[config.mk]
export PLATFORM = sky130hd
export DESIGN_NAME = fir_serial_param
export DESIGN_NICKNAME = d
export VERILOG_FILES = /design/src/rtl/fir_serial_param.sv
export SDC_FILE = /design/constraint.sdc
export NUM_CORES = 1
export LEC_CHECK = 0
export BUFFER_PORTS_ARGS = -buffer_cell sky130_fd_sc_hd__buf_2
export CAP_MARGIN = 25
export CORE_AREA = 2 2 167 169
export DETAILED_ROUTE_END_ITERATION = 10
export DIE_AREA = 0 0 169 171
export GPL_ROUTABILITY_DRIVEN = 0
export GPL_TIMING_DRIVEN = 0
export PLACE_DENSITY = 0.82
export SLEW_MARGIN = 25
export SYNTH_ARGS = -nofsm -noshare
export SYNTH_HDL_FRONTEND = slang
export SYNTH_SLANG_ARGS = --single-unit
export TNS_END_PERCENT = 5
[constraint.sdc]
create_clock -name clk -period 15.7 [get_ports clk]
set_clock_uncertainty 0.2 [all_clocks]
set_input_delay 1.57 -clock clk [delete_from_list [all_inputs] [get_ports clk]]
set_output_delay 1.57 -clock clk [all_outputs]
set_load 0.02 [all_outputs]
[src/rtl/fir_serial_param.sv]
// fir_serial_param: time-multiplexed single-MAC FIR filter.
//   Each accepted sample shifts into a TAPS-deep delay line and starts a TAPS-cycle
//   MAC pass, y = sum(c[k] * x[n-k]). The full-precision result is written to yout,
//   with a one-cycle valid pulse. Coefficients can be loaded at runtime while idle.
// Ports:
//   clk, rstn            clock, synchronous active-low reset
//   en, xin              sample strobe and signed sample
//   ready                comb: an en this cycle will be accepted
//   coef_we/addr/din     coefficient write port (only honoured while idle)
//   ovr_clr              clears the sticky overrun flag
//   yout, valid          signed result (held) and its one-cycle update pulse
//   ovr                  sticky: a sample arrived while busy and was dropped
module fir_serial_param #(
    parameter int DATA_W = 12,
    parameter int COEF_W = 12,
    parameter int TAPS   = 8,
    parameter int OUT_W  = DATA_W + COEF_W + $clog2(TAPS)
) (
    input  logic                     clk,
    input  logic                     rstn,
    input  logic                     en,
    input  logic [DATA_W-1:0]        xin,
    output logic                     ready,
    input  logic                     coef_we,
    input  logic [$clog2(TAPS)-1:0]  coef_addr,
    input  logic [COEF_W-1:0]        coef_din,
    input  logic                     ovr_clr,
    output logic [OUT_W-1:0]         yout,
    output logic                     valid,
    output logic                     ovr
);

    localparam int AW     = $clog2(TAPS);
    localparam int PROD_W = DATA_W + COEF_W;
    localparam logic [AW-1:0] LastTap = AW'(TAPS - 1);

    typedef enum logic {StIdle, StMac} state_e;

    state_e                     state_q, state_d;
    logic [AW-1:0]              k_q, k_d;
    logic signed [OUT_W-1:0]    acc_q, acc_d;
    logic signed [OUT_W-1:0]    yout_q, yout_d;
    logic signed [DATA_W-1:0]   x_q [TAPS];
    logic signed [DATA_W-1:0]   x_d [TAPS];
    logic signed [COEF_W-1:0]   c_q [TAPS];
    logic signed [COEF_W-1:0]   c_d [TAPS];
    logic                       valid_q, valid_d;
    logic                       ovr_q, ovr_d;

    logic                       last_tap;
    logic                       accept;
    logic                       coef_ok;
    logic signed [PROD_W-1:0]   prod;
    logic signed [OUT_W-1:0]    mac_sum;

    assign last_tap = (state_q == StMac) && (k_q == LastTap);
    assign ready    = (state_q == StIdle) || last_tap;
    assign accept   = en && ready;

    assign prod    = x_q[k_q] * c_q[k_q];
    assign mac_sum = acc_q + {{(OUT_W - PROD_W){prod[PROD_W-1]}}, prod};

    // Out-of-range addresses only exist when TAPS is not a power of two.
    generate
        if ((1 << AW) == TAPS) begin : g_addr_pow2
            assign coef_ok = 1'b1;
        end else begin : g_addr_npow2
            assign coef_ok = (int'(coef_addr) < TAPS);
        end
    endgenerate

    always_comb begin
        state_d = state_q;
        k_d     = k_q;
        acc_d   = acc_q;
        yout_d  = yout_q;
        valid_d = 1'b0;
        x_d     = x_q;
        c_d     = c_q;
        // Set wins over clear.
        ovr_d   = (ovr_q && !ovr_clr) || (en && !ready);

        if (state_q == StMac) begin
            acc_d = mac_sum;
            k_d   = k_q + 1'b1;
            if (last_tap) begin
                yout_d  = mac_sum;
                valid_d = 1'b1;
                state_d = StIdle;
            end
        end

        // A sample accepted on the final MAC edge restarts immediately; the result
        // above still uses the pre-shift delay line.
        if (accept) begin
            x_d[0] = $signed(xin);
            for (int i = 1; i < TAPS; i++) begin
                x_d[i] = x_q[i-1];
            end
            acc_d   = '0;
            k_d     = '0;
            state_d = StMac;
        end

        if (coef_we && (state_q == StIdle) && coef_ok) begin
            c_d[coef_addr] = $signed(coef_din);
        end
    end

    always_ff @(posedge clk) begin
        if (!rstn) begin
            state_q <= StIdle;
            k_q     <= '0;
            acc_q   <= '0;
            yout_q  <= '0;
            valid_q <= 1'b0;
            ovr_q   <= 1'b0;
            for (int i = 0; i < TAPS; i++) begin
                x_q[i] <= '0;
                c_q[i] <= '0;
            end
        end else begin
            state_q <= state_d;
            k_q     <= k_d;
            acc_q   <= acc_d;
            yout_q  <= yout_d;
            valid_q <= valid_d;
            ovr_q   <= ovr_d;
            x_q     <= x_d;
            c_q     <= c_d;
        end
    end

    assign yout  = yout_q;
    assign valid = valid_q;
    assign ovr   = ovr_q;

endmodule
Word-level counts from Yosys, hierarchy flattened
Cells that the tools add are included.
Operators by class
  $add $sub $neg: 2
  multiply operators: 1
  $lt $le $gt $ge: 3
  equality and inequality tests: 1
  mux-type cells: 13
  bitwise gates (word level): 4
  reduce and logical (&&, ||, !) cells: 13
Operators with widths (number)
  bitwise mux 96 bit: 1
  binary-select mux 12 bit (select 3 bit): 2
  two-way mux 12 bit: 5
  demux 12 bit (select 3 bit): 1
  adder 27 bit: 1
  multiplier 12 x 12 -> 24 bit: 1
  greater-or-equal comparator 4 bit, second input constant: 2
  NOT 3 -> 4 bit: 2
  logical AND 1 bit: 6
  less-than comparator 4 x 1 -> 1 bit, second input constant: 1
  two-way mux 1 bit: 4
  AND reduction 2 bit: 2
  adder 3 x 1 -> 3 bit, second input constant: 1
  equality test 3 bit, second input constant: 1
  logical NOT 1 bit: 2
  logical OR 1 bit: 2
  NOT 1 bit: 2
  OR reduction 2 bit: 1
Word-level totals
  bits in registers: 252
  bits of input ports: 32
  output and inout port bits: 30
  logic and storage cells: 59

Logic depth before layout (Yosys ltp)
Gate-level depths: netlist of the first run.
  depth after elaboration: 6
  gate-level depth with buffers: 36
  depth with buffers taken out: 33

Least setup slack after synthesis of the first run
No wires, ideal clock.
  kind: register to register
  from: register k_q[1]
  to: register acc_q[26]
  library setup time: 116 ps
  arrival: 7907 ps
  required time: 15384 ps
  slack: 7477 ps
  cell stages (with the launch flop): 34
  buffers on the path: 3
  period minus slack after synthesis: 8223 ps
  cells stage by stage: dfxtp_1 > buf_1 > buf_1 > mux4_2 > mux2_2 > clkbuf_1 > nand2_1 > fa_1 > fa_1 > fa_1 > inv_1 > fa_1 > inv_1 > fa_1 > inv_1 > ha_1 > o21a_1 > o21ai_0 > nand2b_1 > a31o_2 > a2111oi_2 > nor2_1 > a21oi_1 > xnor2_1 > ha_1 > and3_1 > a31oi_1 > o211ai_1 > a31oi_2 > o31ai_2 > a31oi_1 > xnor2_1 > a211oi_1 > a31o_2
Between the ends
  word-level cells in the longest chain between the ends: 6
  elaborated cells between the ends (all ways): 14
  those cells by class: add/sub (1); mul (1); eq/ne (1); mux (6); bitwise (1); reduce/logical (4)
RTL lines
  start, declared: RTL line 40  | logic [AW-1:0] k_q, k_d;
  start signal, assigned: RTL line 124  | k_q <= k_d;
  NOT 3 -> 4 bit (not written as such): RTL line 60  | assign prod = x_q[k_q] * c_q[k_q];
  binary-select mux 12 bit (select 3 bit): RTL line 60
  two-way mux 12 bit (not written as such) (2 in series): RTL line 60
  multiplier 12 x 12 -> 24 bit: RTL line 60
  adder 27 bit: RTL line 61  | assign mac_sum = acc_q + {{(OUT_W - PROD_W){prod[PROD_W-1]}}, prod};
  end signal, assigned: RTL line 114  | acc_q <= '0;
  end signal, assigned: RTL line 125  | acc_q <= acc_d;
  end, declared: RTL line 41  | logic signed [OUT_W-1:0] acc_q, acc_d;
Several ways; a longest one is shown, not always the timed one. The select of a mux whose other input is x is not followed.
A chain may end at the register's enable or synchronous reset.

Final worst setup path of the first run
Ends and elaborated chain as after synthesis.

==> results of run 1 <==
## cell families after synthesis
| family | after synthesis | synth area share (%) |
|---|---|---|
| AOI/OAI and AO/OA | 252 | 10.6 |
| xor gates and xnor gates | 45 | 2.35 |
| adders and majority gates | 219 | 21.8 |
| buffers and inverters | 286 | 6.24 |
| DFF | 252 | 29.0 |
| muxes | 191 | 14.6 |
| and+or+nand+nor | 599 | 15.4 |
## layout by cell type, fill, tap and decap left out, types with 7 or more instances in the layout
cell,count
and2_1,15
clkbuf_1,97
a21boi_0,125
o21bai_1,7
o21ai_0,16
clkbuf_16,27
buf_1,13
a21o_1,15
xnor2_1,33
a211oi_1,10
nor2b_1,102
xor2_1,11
clkbuf_8,8
a31oi_1,8
ha_1,80
mux4_2,48
o21a_1,11
fa_1,139
nand2b_1,11
mux2_2,20
a21oi_1,26
nand3_1,7
inv_1,173
dfxtp_1,252
mux2i_1,122
nor2_1,84
nand2_1,350
buf_2,56
## layout make-up
class                      count  share of cell area [%]
clock buffer                  41                    4.26
sequential                   252                    26.6
inverter                     174                    3.44
multi-input combinational   1306                    59.3
timing repair buffer          48                    1.27
buffer                       112                    2.27
clock inverter                 9                   0.593
antenna                        2                  0.0264
tap                          346                    2.28
## where the power goes
group	switching, mW	internal, mW
Sequential	0.00646	0.648
Combinational	0.0911	0.0514
Clock	0.267	0.389
Total	0.365	1.09
## worst reg2reg max path: cells and delay by family (launching register included)
kind,cells,cell delay (ps)
AOI/OAI and AO/OA,12,2350
xor gates and xnor gates,2,380
adders and majority gates,7,3180
buffers and inverters,6,2100
DFF,1,560
muxes,2,620
and+or+nand+nor,4,550
## stage by stage
| stage | util (%) | power (mW) | cell area, um2 | instances |
|---|---|---|---|---|
| 6_report | 69.4 | 1.45 | 19000 | 2290 |
| 5_1_grt | 69.4 | 1.49 | 19000 | 2288 |
| 4_1_cts | 69.4 | 1.45 | 19000 | 2288 |
| 3_5_place_dp | 66.1 | 0.808 | 18000 | 2238 |
| 3_3_place_gp | 66.0 | 0.805 | 18000 | 2238 |
| 2_1_floorplan | - | 0.764 | 17400 | 1844 |
## metal layers
layer | routed length (um) | vias up | part of all wire, % | track usage, %
met5 | 0 | - | 0 | 0
met4 | 1970 | 0 | 4.5 | 12.9
met2 | 21000 | 506 | 48 | 52.8
met3 | 3120 | 137 | 7.2 | 4.97
li1 | - | 6209 | - | -
met1 | 17200 | 6569 | 40 | 38.5
## registers in the layout (all words and copies together) (netlist names)
| register | count |
|---|---|
| c_q | 96 |
| x_q | 96 |
| acc_q | 27 |
| yout | 27 |
| k_q | 3 |
| ovr | 1 |
| state_q | 1 |
| valid | 1 |
## cells in the mapped netlist, types with 3 or more instances
library cell and n:
a2111oi_2 4, a211oi_1 10, a21boi_0 125, a21o_1 15, a21oi_1 26, a31oi_1 8, and2_1 15, and3_1 5
buf_1 13, buf_2 8, clkbuf_1 91, dfxtp_1 252, fa_1 139, ha_1 80, inv_1 173, mux2_2 20
mux2i_1 123, mux4_2 48, nand2_1 350, nand2b_1 11, nand3_1 7, nor2_1 84, nor2b_1 102, nor3_1 4
nor4_1 3, o21a_1 11, o21ai_0 16, o21ai_1 4, o21bai_1 7, or3_1 5, xnor2_1 33, xor2_1 11
## worst max-delay path by stage
stage,from,end,slack (ps)
after CTS,k_q[1],acc_q[26],5800
after floorplan,k_q[1],acc_q[26],7480
after global placement,k_q[1],acc_q[26],5980
after detailed placement,k_q[1],acc_q[26],5850
after global routing,k_q[1],acc_q[26],5230
final,k_q[1],acc_q[26],5650
==> impl_results.md, run 1 <==
- Status: complete, no violations
- First-pass GRT wire length: 70000 um
- H-tree depth: 1
- Stages on the worst setup path: 33
- Lkg Pwr: 8.24 nW
- Register area share after synthesis: 29.0%
- Yosys Warn Count: 0
- Final Cycle Share: 64.0%
- Post-synth top area share: 29.0%
- Main synth FF type: dfxtp_1
- CP Capture Type: flip-flop
- Synthesis-to-finish area growth: 9.23%
- Resized cells post-CTS: 0
- Reg-to-reg endpoint: acc_q[26]
- CTS root buf: clkbuf_16
- Routed Antenna Nets: 0
- Hold path depth: 2
- Vias: 13400
- Maximum number of pins on one net before global-route repair: 15
- Count of cell types in the netlist: 65
- Critical Path RT: 15950 ps
- DRT iter0 DRCs: 1180
- Class of the worst hold path: reg -> reg
- Top cell family by delay on the critical path: adder cells
- Synth top area cells: dfxtp_1, fa_1, nand2_1
- Setup bufs post-CTS: 0
- Worst EP arrival: 10300 ps
- Reg clk slew, reported paths: 60 ps
- Post-Syn Area per Cell: 9.42 um2
- Most frequent CP cell: fa_1
- FF+latch area: 5040 um2
- Worst vdd ir: 0.0000912 V
- FMAX: 99.5 MHz
- Final setup fails: 0
- Post-CTS Hold Fix Bufs: 0
- R2r worst-path depth: 33
- Number of CTS-inserted buffers: 27
- RSZ-0062 raised after global routing: no
- Seq cells post-synth: 252
- Setup_tns: 0 ps
- DIE WIDTH: 169 um
- Fin. max-slew vios: 0
- Worst path max stage delay: 790 ps
- Net Count, Synth: 2095
- Share of cells above drive strength 1: 9.84%
- Hold EP: yout[5]
- Initial antenna violation count: 1
- Max Root-Sink Buffers: 3
- Multi-input gate area: 11200 um2
- CTS tree: yes
- Number of enable flip-flop cells after synthesis: 0
- PortBufs: 48
- Worst-path fanout max: 10
- Vias in the first global route: 13700
- Post-synth ARST share: 0%
- WP buf/inv: 6
- Final net count: 2172
- Clk Latency, worst-skew pair: 560 ps
- Worst hold margin: 259 ps
- Critical path's slowest cell: buf_1
- Leading area contributor after synthesis: dfxtp_1
- Fillcell total: 2033
- Row cnt: 61
- Reg-to-Reg Start: k_q[1]
- Hold path start: yout[5]
- I/O pin count: 62
- Reg2reg setup slack: 5650 ps
- Drt first pass iters: 6
- DRC violations left: 0
- Setup ws final: 5650 ps
- Setup CP Type: reg -> reg
- Vias/cell: 5.86
- Dpl hpwl: 32400 um
- Place WS: 5850 ps
- Final Critical Period: 10050 ps
- WL/cell: 18.9 um
- Initial Utilization: 63.6%
- Syn Inst Count: 1844
- Power per cell area: 76.6 nW/um2
- DIE AREA: 28900 um2
- Hold Fails Final Rpt: 0
- Core Area: 27300 um2
- Rel. slew slack: 26.7%
- Max_cap viols: 0
- Gr ovfl total: 0
- Startpoint types: flip-flop
- Post-Syn Area: 17400 um2
- Die Ht: 171 um
- DRT Wirelength: 43300 um
- Worst-Margin Slew: 1070 ps
- GRT Util Overall: 30.7%
- CTS sink count: 252
Power figures use the tool's default switching activity.
==> run 2, diff against run 1 <==
CORE_AREA = 2 2 178 180   (was 2 2 167 169)
DIE_AREA = 0 0 180 182   (was 0 0 169 171)
PLACE_DENSITY = 0.76   (was 0.82)
clock period = 8.7 ns   (was 15.7 ns; I/O delays follow)
==> run 2 against run 1 <==
Effect of this change:
- worst hold slack worse by 21 ps
- core utilization decreased by 5.6 points
- total power is 85% higher
- via count is 2.1% higher
- wire length increased by 6.2%
- register-to-register slack lost 5300 ps
- sequential share of layout area is 1.0 points lower
- design area grew 4.2%
- clock-buffer cell count down 2
- clock power up 84%
- critical endpoint is now yout[26]
- flip-flop and latch count is the same
- worst setup slack worse by 5300 ps
- largest power group unchanged
==> impl_results.md, run 2 (synthesis gave the netlist of run 1 again) <==
- Status: complete, no violations
- Core Area: 31000 um2
- CP Capture Type: flip-flop
- DRC violations left: 0
- DRT Wirelength: 46000 um
- Worst vdd ir: 0.000185 V
- Clk Latency, worst-skew pair: 600 ps
- DRT iter0 DRCs: 1210
- Startpoint types: flip-flop
- Max Root-Sink Buffers: 3
- Worst-path fanout max: 10
- Max_cap viols: 0
- H-tree depth: 1
- Power per cell area: 136 nW/um2
- Maximum number of pins on one net before global-route repair: 17
- Final Cycle Share: 96.3%
- Share of cells above drive strength 1: 13.7%
- Tot Pwr: 2.68 mW
- Number of CTS-inserted buffers: 28
- FMAX: 119 MHz
- GRT Util Overall: 27.3%
- Vias in the first global route: 13700
- Vias: 13700
- Worst path max stage delay: 540 ps
- Worst-Margin Slew: 936 ps
- Sw Pwr: 699 uW
- DIE AREA: 32800 um2
- I/O pin count: 62
- Commonest non-fill, non-tap cell in the layout: nand2_1
- WL/cell: 19.4 um
- Die Ht: 182 um
- DIE WIDTH: 180 um
- Initial antenna violation count: 1
- Fin. max-slew vios: 0
- Fillcell total: 2459
- Rel. slew slack: 37.6%
- Pint: 1.99 mW
- DP Area: 18100 um2
- Class of the worst hold path: reg -> reg
- Setup CP Type: reg -> reg
- CTS tree: yes
- Worst hold margin: 238 ps
- Final setup fails: 0
- Worst EP arrival: 8700 ps
- Critical path's slowest cell: fa_1
- Vias/cell: 5.76
- Clock network power share: 45.1%
- Regs by FF count: c_q (96), x_q (96)
- Drt first pass iters: 5
- Synthesis-to-finish area growth: 13.9%
- Dpl hpwl: 33200 um
- Most frequent CP cell: fa_1
- Gr ovfl total: 0
- CTS sink count: 252
- First-pass GRT wire length: 71300 um
- Reg clk slew, reported paths: 60 ps
- PortBufs: 48
- Critical Path RT: 9020 ps
- Sw Share: 26.0%
- Initial Utilization: 56.1%
- Flop pwr share: 44.1%
- Final instance area: 19800 um2
- Most frequent cells in the layout: nand2_1, dfxtp_1, inv_1
- Final Critical Period: 8380 ps
- Row cnt: 65
- Hold Fails Final Rpt: 0
- Combinational Power Share: 10.9%
- Routed Antenna Nets: 0
- Final net count: 2203
- CTS root buf: clkbuf_16
- Lkg Pwr: 8.56 nW
==> run 2: per-layer routing <==
metal	share of wire, %	wire, um	global-route usage, %	up-vias
met5	0	0	0	-
met3	7.1	3280	4.79	151
met2	48	22000	45.1	542
met1	40	18500	34.9	6742
met4	4.8	2210	12.7	0
li1	-	-	-	6262
==> run 2: power by group through the flow <==
stage / logic (mW) / registers (mW) / clock network [mW]
after floorplan: 0.177 / 1.20 / 0
after global placement: 0.250 / 1.20 / 0
after detailed placement: 0.255 / 1.21 / 0
after CTS: 0.261 / 1.18 / 1.22
after global routing: 0.312 / 1.18 / 1.27
final: 0.292 / 1.18 / 1.21
==> run 2: what timing repair did <==
item                       4_1_cts  5_1_grt
gates cloned                     1        3
pin swaps                        1       13
hold buffers                     0        0
resized for setup               44       93
setup buffers                    3       30
setup endpoints to repair       30       17
==> run 2: final cells by class <==
class	instances	area (um2)	area share [%]
diodes	1	2.50	0.0127
plain buffers	105	574	2.90
clock buffers	39	792	4.00
clock inverters	13	150	0.759
inverters	174	653	3.30
multi-input cells	1307	11500	58.1
flip-flops and latches	252	5050	25.5
well taps	402	503	2.54
repair buffers	84	566	2.86
==> run 2: final timing paths <==
kind | from | end | slack (ps) | cells after the start
max reg2reg | k_q[0] | yout[26] | 320 | 35
min | x_q[67] | x_q[55] | 240 | 2
max | k_q[0] | yout[26] | 320 | 35
min reg2reg | x_q[67] | x_q[55] | 240 | 2
==> run 2: per-stage QoR <==
step	util (%)	instances	worst slack (ps)	TNS, ps
after global routing	63.8	2376	-112	-418
after global placement	58.5	2294	-1110	-17740
after floorplan	-	1844	477	0
after detailed placement	58.5	2294	-1210	-20910
after CTS	61.8	2343	8.06	0
final	63.8	2377	321	0
==> run 2: worst max-delay path: cells and delay by family (launching register included) <==
| family | cells | cell delay [ps] |
|---|---|---|
| XOR/XNOR | 2 | 260 |
| flip-flops | 1 | 500 |
| multiplexers | 2 | 620 |
| AND/OR/NAND/NOR | 5 | 920 |
| buffers and inverters | 9 | 1000 |
| AO/OA/AOI/OAI | 10 | 2000 |
| adder cells (fa/ha/maj) | 7 | 2800 |
